[config.mk]
export PLATFORM = sky130hd
export DESIGN_NAME = switchbox_cfg_loader
export DESIGN_NICKNAME = d
export VERILOG_FILES = /design/src/rtl/switchbox_pkg.sv /design/src/rtl/switchbox_cfg_loader_shift_reg.sv /design/src/rtl/switchbox_cfg_loader.sv
export SDC_FILE = /design/constraint.sdc
export NUM_CORES = 1
export LEC_CHECK = 0
export ABC_AREA = 1
export BUFFER_PORTS_ARGS = -buffer_cell sky130_fd_sc_hd__buf_4
export CAP_MARGIN = 10
export CORE_MARGIN = 5
export CORE_UTILIZATION = 60
export CTS_BUF_LIST = sky130_fd_sc_hd__clkbuf_8
export DETAILED_ROUTE_END_ITERATION = 8
export GPL_TIMING_DRIVEN = 0
export HOLD_SLACK_MARGIN = 0.08
export PLACE_DENSITY = 0.95
export SLEW_MARGIN = 25
export SYNTH_ARGS = -nofsm -noshare
export SYNTH_HDL_FRONTEND = slang
export SYNTH_SLANG_ARGS = --single-unit
[constraint.sdc]
create_clock -name clk -period 3.67 [get_ports clk]
set_input_delay 0.367 -clock clk [delete_from_list [all_inputs] [get_ports clk]]
set_output_delay 0.367 -clock clk [all_outputs]
set_load 0.02 [all_outputs]
[src/rtl/switchbox_pkg.sv]
// Shared types and helpers for the switch-box configuration loader.
package switchbox_pkg;

  localparam int CONFIG_W_DEF = 60;
  localparam int SIDE_W       = 5;

  typedef enum logic [2:0] {
    S_IDLE   = 3'd0,
    S_ADDR   = 3'd1,
    S_DATA   = 3'd2,
    S_PAR    = 3'd3,
    S_COMMIT = 3'd4,
    S_ERR    = 3'd5
  } state_t;

  // Lowest bit of box `box` inside the concatenated SRAM image bus.
  function automatic int slice_lo(input int box, input int width);
    return box * width;
  endfunction

endpackage

[src/rtl/switchbox_cfg_loader_shift_reg.sv]
// LSB-first shadow register: bits enter at the top and settle so the first
// accepted bit ends up in q[0] once DATA_W bits have been shifted in.
module cfg_shift_reg
  import switchbox_pkg::*;
#(
  parameter int DATA_W = CONFIG_W_DEF
) (
  input  logic              clk,
  input  logic              reset,
  input  logic              clr,
  input  logic              load_en,
  input  logic              bit_in,
  output logic [DATA_W-1:0] q
);

  always_ff @(posedge clk) begin
    if (!reset || clr) begin
      q <= '0;
    end else if (load_en) begin
      q <= {bit_in, q[DATA_W-1:1]};
    end
  end

endmodule

[src/rtl/switchbox_cfg_loader.sv]
// Framed bit-serial configuration loader for an array of switch boxes.
// Optional even-parity trailer bit is enabled by defining CFG_LOADER_PARITY_EN.
module switchbox_cfg_loader
  import switchbox_pkg::*;
#(
  parameter int CONFIG_W = CONFIG_W_DEF,
  parameter int N_BOX    = 4,
  parameter int ADDR_W   = 2
) (
  input  logic                      clk,
  input  logic                      reset,
  input  logic                      cfg_start,
  input  logic                      cfg_bit,
  input  logic                      cfg_valid,
  output logic                      cfg_ready,
  output logic                      cfg_busy,
  output logic                      cfg_done,
  output logic                      cfg_err,
  output logic [CONFIG_W*N_BOX-1:0] inp_sram,
  output logic [N_BOX-1:0]          box_en
);

  localparam int CNT_W = $clog2(CONFIG_W + 1);
  localparam logic [CNT_W-1:0] LAST_ADDR = CNT_W'(ADDR_W - 1);
  localparam logic [CNT_W-1:0] LAST_DATA = CNT_W'(CONFIG_W - 1);

  state_t              state;
  logic [CNT_W-1:0]    bit_cnt;
  logic [ADDR_W-1:0]   addr_q;
  logic [CONFIG_W-1:0] shadow;
  logic                bit_acc;
  logic                restart;
  logic                addr_ok;
`ifdef CFG_LOADER_PARITY_EN
  logic                par_acc;
`endif

  assign bit_acc = cfg_valid && cfg_ready;
  // A start pulse during COMMIT is ignored so the commit always completes.
  assign restart = cfg_start && (state != S_COMMIT);
  assign addr_ok = ({1'b0, addr_q} < (ADDR_W + 1)'(N_BOX));

  cfg_shift_reg #(
    .DATA_W(CONFIG_W)
  ) u_shadow (
    .clk    (clk),
    .reset  (reset),
    .clr    (restart),
    .load_en(bit_acc && (state == S_DATA)),
    .bit_in (cfg_bit),
    .q      (shadow)
  );

  // Outputs are registered together with the state they describe.
  task automatic enter(input state_t s);
    state     <= s;
    cfg_ready <= (s == S_ADDR) || (s == S_DATA) || (s == S_PAR);
    cfg_busy  <= (s == S_ADDR) || (s == S_DATA) || (s == S_PAR) || (s == S_COMMIT);
  endtask

  always_ff @(posedge clk) begin
    if (!reset) begin
      state     <= S_IDLE;
      cfg_ready <= 1'b0;
      cfg_busy  <= 1'b0;
      cfg_done  <= 1'b0;
      cfg_err   <= 1'b0;
      bit_cnt   <= '0;
      addr_q    <= '0;
      inp_sram  <= '0;
      box_en    <= '0;
`ifdef CFG_LOADER_PARITY_EN
      par_acc   <= 1'b0;
`endif
    end else begin
      cfg_done <= 1'b0;
      if (restart) begin
        enter(S_ADDR);
        cfg_err <= 1'b0;
        bit_cnt <= '0;
        addr_q  <= '0;
`ifdef CFG_LOADER_PARITY_EN
        par_acc <= 1'b0;
`endif
      end else begin
        case (state)
          S_ADDR: if (bit_acc) begin
            addr_q <= (addr_q >> 1) | (ADDR_W'(cfg_bit) << (ADDR_W - 1));
`ifdef CFG_LOADER_PARITY_EN
            par_acc <= par_acc ^ cfg_bit;
`endif
            if (bit_cnt == LAST_ADDR) begin
              enter(S_DATA);
              bit_cnt <= '0;
            end else begin
              bit_cnt <= bit_cnt + 1'b1;
            end
          end
          S_DATA: if (bit_acc) begin
`ifdef CFG_LOADER_PARITY_EN
            par_acc <= par_acc ^ cfg_bit;
`endif
            if (bit_cnt == LAST_DATA) begin
              bit_cnt <= '0;
`ifdef CFG_LOADER_PARITY_EN
              enter(S_PAR);
`else
              enter(S_COMMIT);
              cfg_done <= addr_ok;
`endif
            end else begin
              bit_cnt <= bit_cnt + 1'b1;
            end
          end
`ifdef CFG_LOADER_PARITY_EN
          S_PAR: if (bit_acc) begin
            if (par_acc ^ cfg_bit) begin
              enter(S_ERR);
              cfg_err <= 1'b1;
            end else begin
              enter(S_COMMIT);
              cfg_done <= addr_ok;
            end
          end
`endif
          S_COMMIT: begin
            if (addr_ok) begin
              for (int k = 0; k < N_BOX; k++) begin
                if ({1'b0, addr_q} == (ADDR_W + 1)'(k)) begin
                  inp_sram[slice_lo(k, CONFIG_W) +: CONFIG_W] <= shadow;
                  box_en[k] <= 1'b1;
                end
              end
              enter(S_IDLE);
            end else begin
              cfg_err <= 1'b1;
              enter(S_ERR);
            end
          end
          default: ;
        endcase
      end
    end
  end

endmodule

### Yosys cells after proc, flatten, opt, wreduce, memory -nomap -nowiden

Cells that the tools add are included.

| storage, ports and cells | value |
|---|---|
| flip-flop bits (word level) | 318 |
| input bits | 5 |
| output and inout port bits | 248 |

| cells by class | value |
|---|---|
| $add $sub $neg | 1 |
| eq/ne operators | 17 |
| muxes and demuxes | 22 |
| bitwise gates (word level) | 5 |
| reductions and logical operators | 19 |

Operator list:

| cell | count |
|---|---|
| 6-bit 2-to-1 mux | 4 |
| 3-bit AND reduction | 5 |
| 3-bit 2-to-1 mux | 4 |
| 6-bit case mux with 2 select lines | 1 |
| 1-bit 2-to-1 mux | 10 |
| 5-bit AND reduction | 2 |
| 3-bit by 2-bit inequality test with 1-bit output (second input constant) | 3 |
| 3-bit case mux with 3 select lines | 1 |
| 6-bit by 1-bit adder with 6-bit output (second input constant) | 1 |
| 6-bit by 1-bit == test with 1-bit output (second input constant) | 1 |
| 6-bit == test (second input constant) | 1 |
| 2-bit inequality test (second input constant) | 3 |
| 1-bit case mux with 3 select lines | 2 |
| 2-bit == test (second input constant) | 2 |
| 1-bit NOT | 4 |
| 4-bit nonzero test | 1 |
| 4-bit OR reduction | 1 |
| 3-bit by 1-bit == test with 1-bit output (second input constant) | 1 |
| 3-bit by 2-bit == test with 1-bit output (second input constant) | 1 |
| 3-bit == test (second input constant) | 1 |
| 1-bit logical AND | 3 |
| 3-bit by 1-bit inequality test with 1-bit output (second input constant) | 1 |
| 3-bit inequality test (second input constant) | 1 |
| 3-bit nonzero test | 1 |
| other kinds (9) | 9 |

### Longest topological paths before layout

| depth | value |
|---|---|
| word-level depth | 5 |
| depth in mapped cells | 9 |
| depth with buffers taken out | 9 |

### Modules after synthesis

Synthesis repeated with hierarchy kept, for this count alone.

| second synthesis, totals | value |
|---|---|
| cells, all modules | 1425 |
| area, all modules | 12286.8 um^2 |

Modules (own cells, without submodules):

| module | times used | cells each | area an instance (um^2) | seq. area each (um^2) |
|---|---|---|---|---|
| switchbox_cfg_loader | 1 | 1163 | 9706.8 | 5165.0 |
| cfg_shift_reg | 1 | 262 | 2580.0 | 1201.2 |

### Worst setup path after synthesis

Ideal clock, no wire load.

| path | value |
|---|---|
| path type | register to register |
| from | register cfg_ready |
| to | register u_shadow.q[38] |
| data arrival time | 1.309 ns |
| slack | 2.292 ns |
| cell stages (with the launch flop) | 7 |
| buffers on the path | 2 |
| clock period less this slack | 1.378 ns |
| path through | dfxtp_1 nand2_1 nor2_4 buf_4 buf_2 o21ai_0 a21oi_1 |

| on the way | value |
|---|---|
| cells in the longest elaborated chain, start to end | 2 |

RTL lines:

| element | RTL line | RTL |
|---|---|---|
| start, declared | switchbox_cfg_loader.sv:15 | `output logic cfg_ready,` |
| start signal, assigned | switchbox_cfg_loader.sv:64 | `cfg_ready <= 1'b0;` |
| 1-bit logical AND | switchbox_cfg_loader.sv:38 | `assign bit_acc = cfg_valid && cfg_ready;` |
| 1-bit logical AND | switchbox_cfg_loader.sv:49 | `.load_en(bit_acc && (state == S_DATA)),` |
| end signal, assigned | switchbox_cfg_loader_shift_reg.sv:20 | `q <= {bit_in, q[DATA_W-1:1]};` |
| end, declared | switchbox_cfg_loader_shift_reg.sv:13 | `output logic [DATA_W-1:0] q` |

Every way passes these cells.
A chain may end at the register's enable or synchronous reset.

### Final worst setup path

| path | value |
|---|---|
| from | input reset |
| to | register inp_sram[53] |

RTL lines:

| element | RTL line | RTL |
|---|---|---|
| start, declared | switchbox_cfg_loader.sv:11 | `input logic reset,` |
| end signal, assigned by index | switchbox_cfg_loader.sv:130 | `inp_sram[slice_lo(k, CONFIG_W) +: CONFIG_W] <= shadow;` |
| end, declared | switchbox_cfg_loader.sv:19 | `output logic [CONFIG_W*N_BOX-1:0] inp_sram,` |

No word-level cell between the ends.

==> flow_summary_export.csv <==
group,metric,value,unit
run_status,outcome,"completed",
clock_tree,path_clk_slew,60,ps
synth,synthTopCellsByArea,"dfxtp_1 56%, nor2_1 14%, a21oi_1 14%",
timing,final_hold_viol_count,0,
drt,first_pass_iters,5,
pwr,p_leak,5.95,nW
worst_hold_path,hold_path_class,"in2reg",
layout,diodes,0,
synth,yosys_warnings,0,
pwr,p_total,6.51,mW
drt,avgRoutedWirePerCell,18.1,microns
placement,hpwl,24800,microns
setup_path,path_buf_inv,4,
setup_path,cp_top_family,"buffers and inverters",
global_routing,grt_overflow,0,
synth,syn-num-nets,1428,
synth,synth_top_area_share,56.3,%
timing,drv_slew,0,
clock_tree,clkSinkCount,318,
timing,fin_skew,10.4,ps
run,max_cap_viol_count,0,
synth,syn_avg_cell_area,7.96,sq um
drt,viasPerCell,5.62,
setup_path,critical_path.endpoint_type,"register",
timing,worst_pin_slew,881,ps
clock_tree,h-tree-depth,2,
setup_path,startpoint_type,"primary input",
global_routing,antenna_found_initial,0,
synth,async_flop_share,0,%
floorplan,initial_utilization,60.7,%
floorplan,die_h,147,microns
drt,drt_iter0_drc,889,
synth,yosys_most_used_dff,"dfxtp_1",
setup_path,crit_fanout,10,
setup_path,crit_type,"in2reg",
setup_path,required,4090,ps
global_routing,grt_max_degree,13,
synth,synth_cell_type_count,26,
clock_tree,cts_buffer_depth,3,
synth,ys_seq_area_share,56.3,%
synth,synth-seq-cells,318,
clock_tree,clk_latency,560,ps
timing,whs,142,ps
floorplan,rows,50,
timing,fin_crit,1850,ps
floorplan,pin_count,253,
synth,synth_cells,1421,
timing,relSlewSlack,41.3,%
layout,final_common_cell,"nor2_1",
placement,gp_congestion,0.905,
setup_path,path_cells,"clkbuf_1 > inv_2 > clkbuf_1 > clkbuf_1 > nor2_1",
clock_tree,cts_root_buf,"clkbuf_8",
setup_path,cp_common_cell,"clkbuf_1",
floorplan,die_w,147,microns
pwr,powerDensity,450,nW/um^2
synth,syn_area,11300,sq um
layout,syn_to_final_growth,27.7,%
layout,nFillCells,1237,
setup_path,cp_slowest_stage_delay,700,ps
clock_tree,numCtsBuffers,48,
global_routing,grt_pass1_wl,56600,microns
global_routing,grt_pass1_vias,11057,
setup_path,arrival,2260,ps
synth,yosysTopAreaCell,"dfxtp_1",
global_routing,globalRouteTotalUtil,31.9,%
drt,remaining_drc_errors,0,
synth,synth_edf_count,0,
drt,ant_nets,0,
pwr,irDropWorstVdd,0.310,mV
timing,rsz0062_at_grt,"false",
floorplan,die_area,21700,sq um
layout,drive_gt1_share,22.0,%
timing,fin_crit_sh,50.3,%
timing,max_freq,0.541,GHz
placement,portBuffers,250,
clock_tree,cts_tree,"yes",
drt,vias,11174,
floorplan,core,18600,sq um
layout,utilization,77.5,%
layout,layout_common_cells,"430 x nor2_1, 318 x dfxtp_1, 311 x a21oi_1",
timing,fin_setup_tns,0,ps
setup_path,slowest_stage,"clkbuf_1",
timing,setup_viol,0,
drt,totalWireLength,36000,microns
layout,nets,1729,
==> layout make-up <==
cell class	count	area [sq um]	area share, %
timing repair buffer	251	1890	13.1
sequential	318	6370	44.1
multi-input combinational	895	3980	27.5
clock inverter	22	116	0.805
tap	234	293	2.03
buffer	99	558	3.86
clock buffer	61	840	5.81
inverter	109	412	2.85
==> worst register-to-register path: stages, from the launching register on <==
cell	delay, ps
dfxtp_1	340
nor2_1	140
nand2_2	120
inv_4	110
nand3_2	130
buf_4	250
buf_2	230
a21oi_1	280
nor2_1	70
==> worst paths after layout <==
check	start	endpoint	slack, ps	cells after the start
worst max-delay path	reset	inp_sram[53]$_SDFFE_PN0P_	1820	5
worst min-delay path	cfg_start	state[0]$_SDFFE_PN0P_	140	3
worst max register to register	state[0]$_SDFFE_PN0P_	inp_sram[139]$_SDFFE_PN0P_	1860	8
worst min register to register	inp_sram[169]$_SDFFE_PN0P_	inp_sram[169]$_SDFFE_PN0P_	450	2
==> sequential cells by signal, indices dropped and copies added, names as in the netlist <==
name and cells:
cfg_ready 1, box_en 4, cfg_busy 1, inp_sram 240
addr_q 2, state 3, u_shadow.q 60, cfg_done 1
bit_cnt 6
==> per-layer routing <==
| layer | global-route usage (%) | vias up | part of all wire, % |
|---|---|---|---|
| met5 | 0 | - | 0 |
| met3 | 8.91 | 154 | 10 |
| met2 | 53.1 | 672 | 47 |
| met1 | 37.6 | 5175 | 37 |
| li1 | - | 5173 | - |
| met4 | 17.1 | 0 | 5.6 |
==> report_power, final <==
group          total [mW]  switching (mW)  leakage [nW]  internal (mW)
clock                2.88            1.33         0.554           1.55
combinational       0.157           0.118          2.84         0.0390
sequential           3.47         0.00685          2.56           3.46
total                6.51            1.46          5.95           5.05
==> cell usage after synthesis, types with 2 or more instances <==
library cell	count
nand3_1	10
nand3_2	4
nor3_1	2
nand3b_1	2
nor2_1	430
o21ai_1	32
nand2_1	26
a21oi_1	311
buf_6	14
inv_1	104
o21ai_0	66
ha_1	2
buf_4	11
inv_2	4
clkbuf_1	41
dfxtp_1	318
nand2_2	4
buf_2	32
==> metrics by stage <==
stage               std cells  worst slack [ps]  area [sq um]
detailed placement       1905              1400         13500
floorplan                1421              2290         11300
finish                   1989              1820         14400
CTS                      1989              1930         14400
global placement         1905              1470         13500
global route             1989              1770         14400
==> what timing repair did <==
| action | in CTS | in global routing |
|---|---|---|
| hold endpoints to repair | 2 | 0 |
| resized for setup | 0 | 0 |
| hold buffers | 1 | 0 |
| setup buffers | 0 | 0 |
| setup endpoints to repair | 0 | 0 |
==> cells by family (layout without fill, tap and decap cells) <==
kind of cell / count (synthesis) / after routing / share of synthesized area, %
XOR/XNOR: 1 / 1 / 0.0774
AO/OA/AOI/OAI: 411 / 411 / 18.3
adder cells (fa/ha/maj): 2 / 2 / 0.221
flip-flops: 318 / 318 / 56.3
other: 1 / 1 / 0.0331
buffers and inverters: 208 / 542 / 8.57
AND/OR/NAND/NOR: 480 / 480 / 16.5
Power figures use the tool's default switching activity.
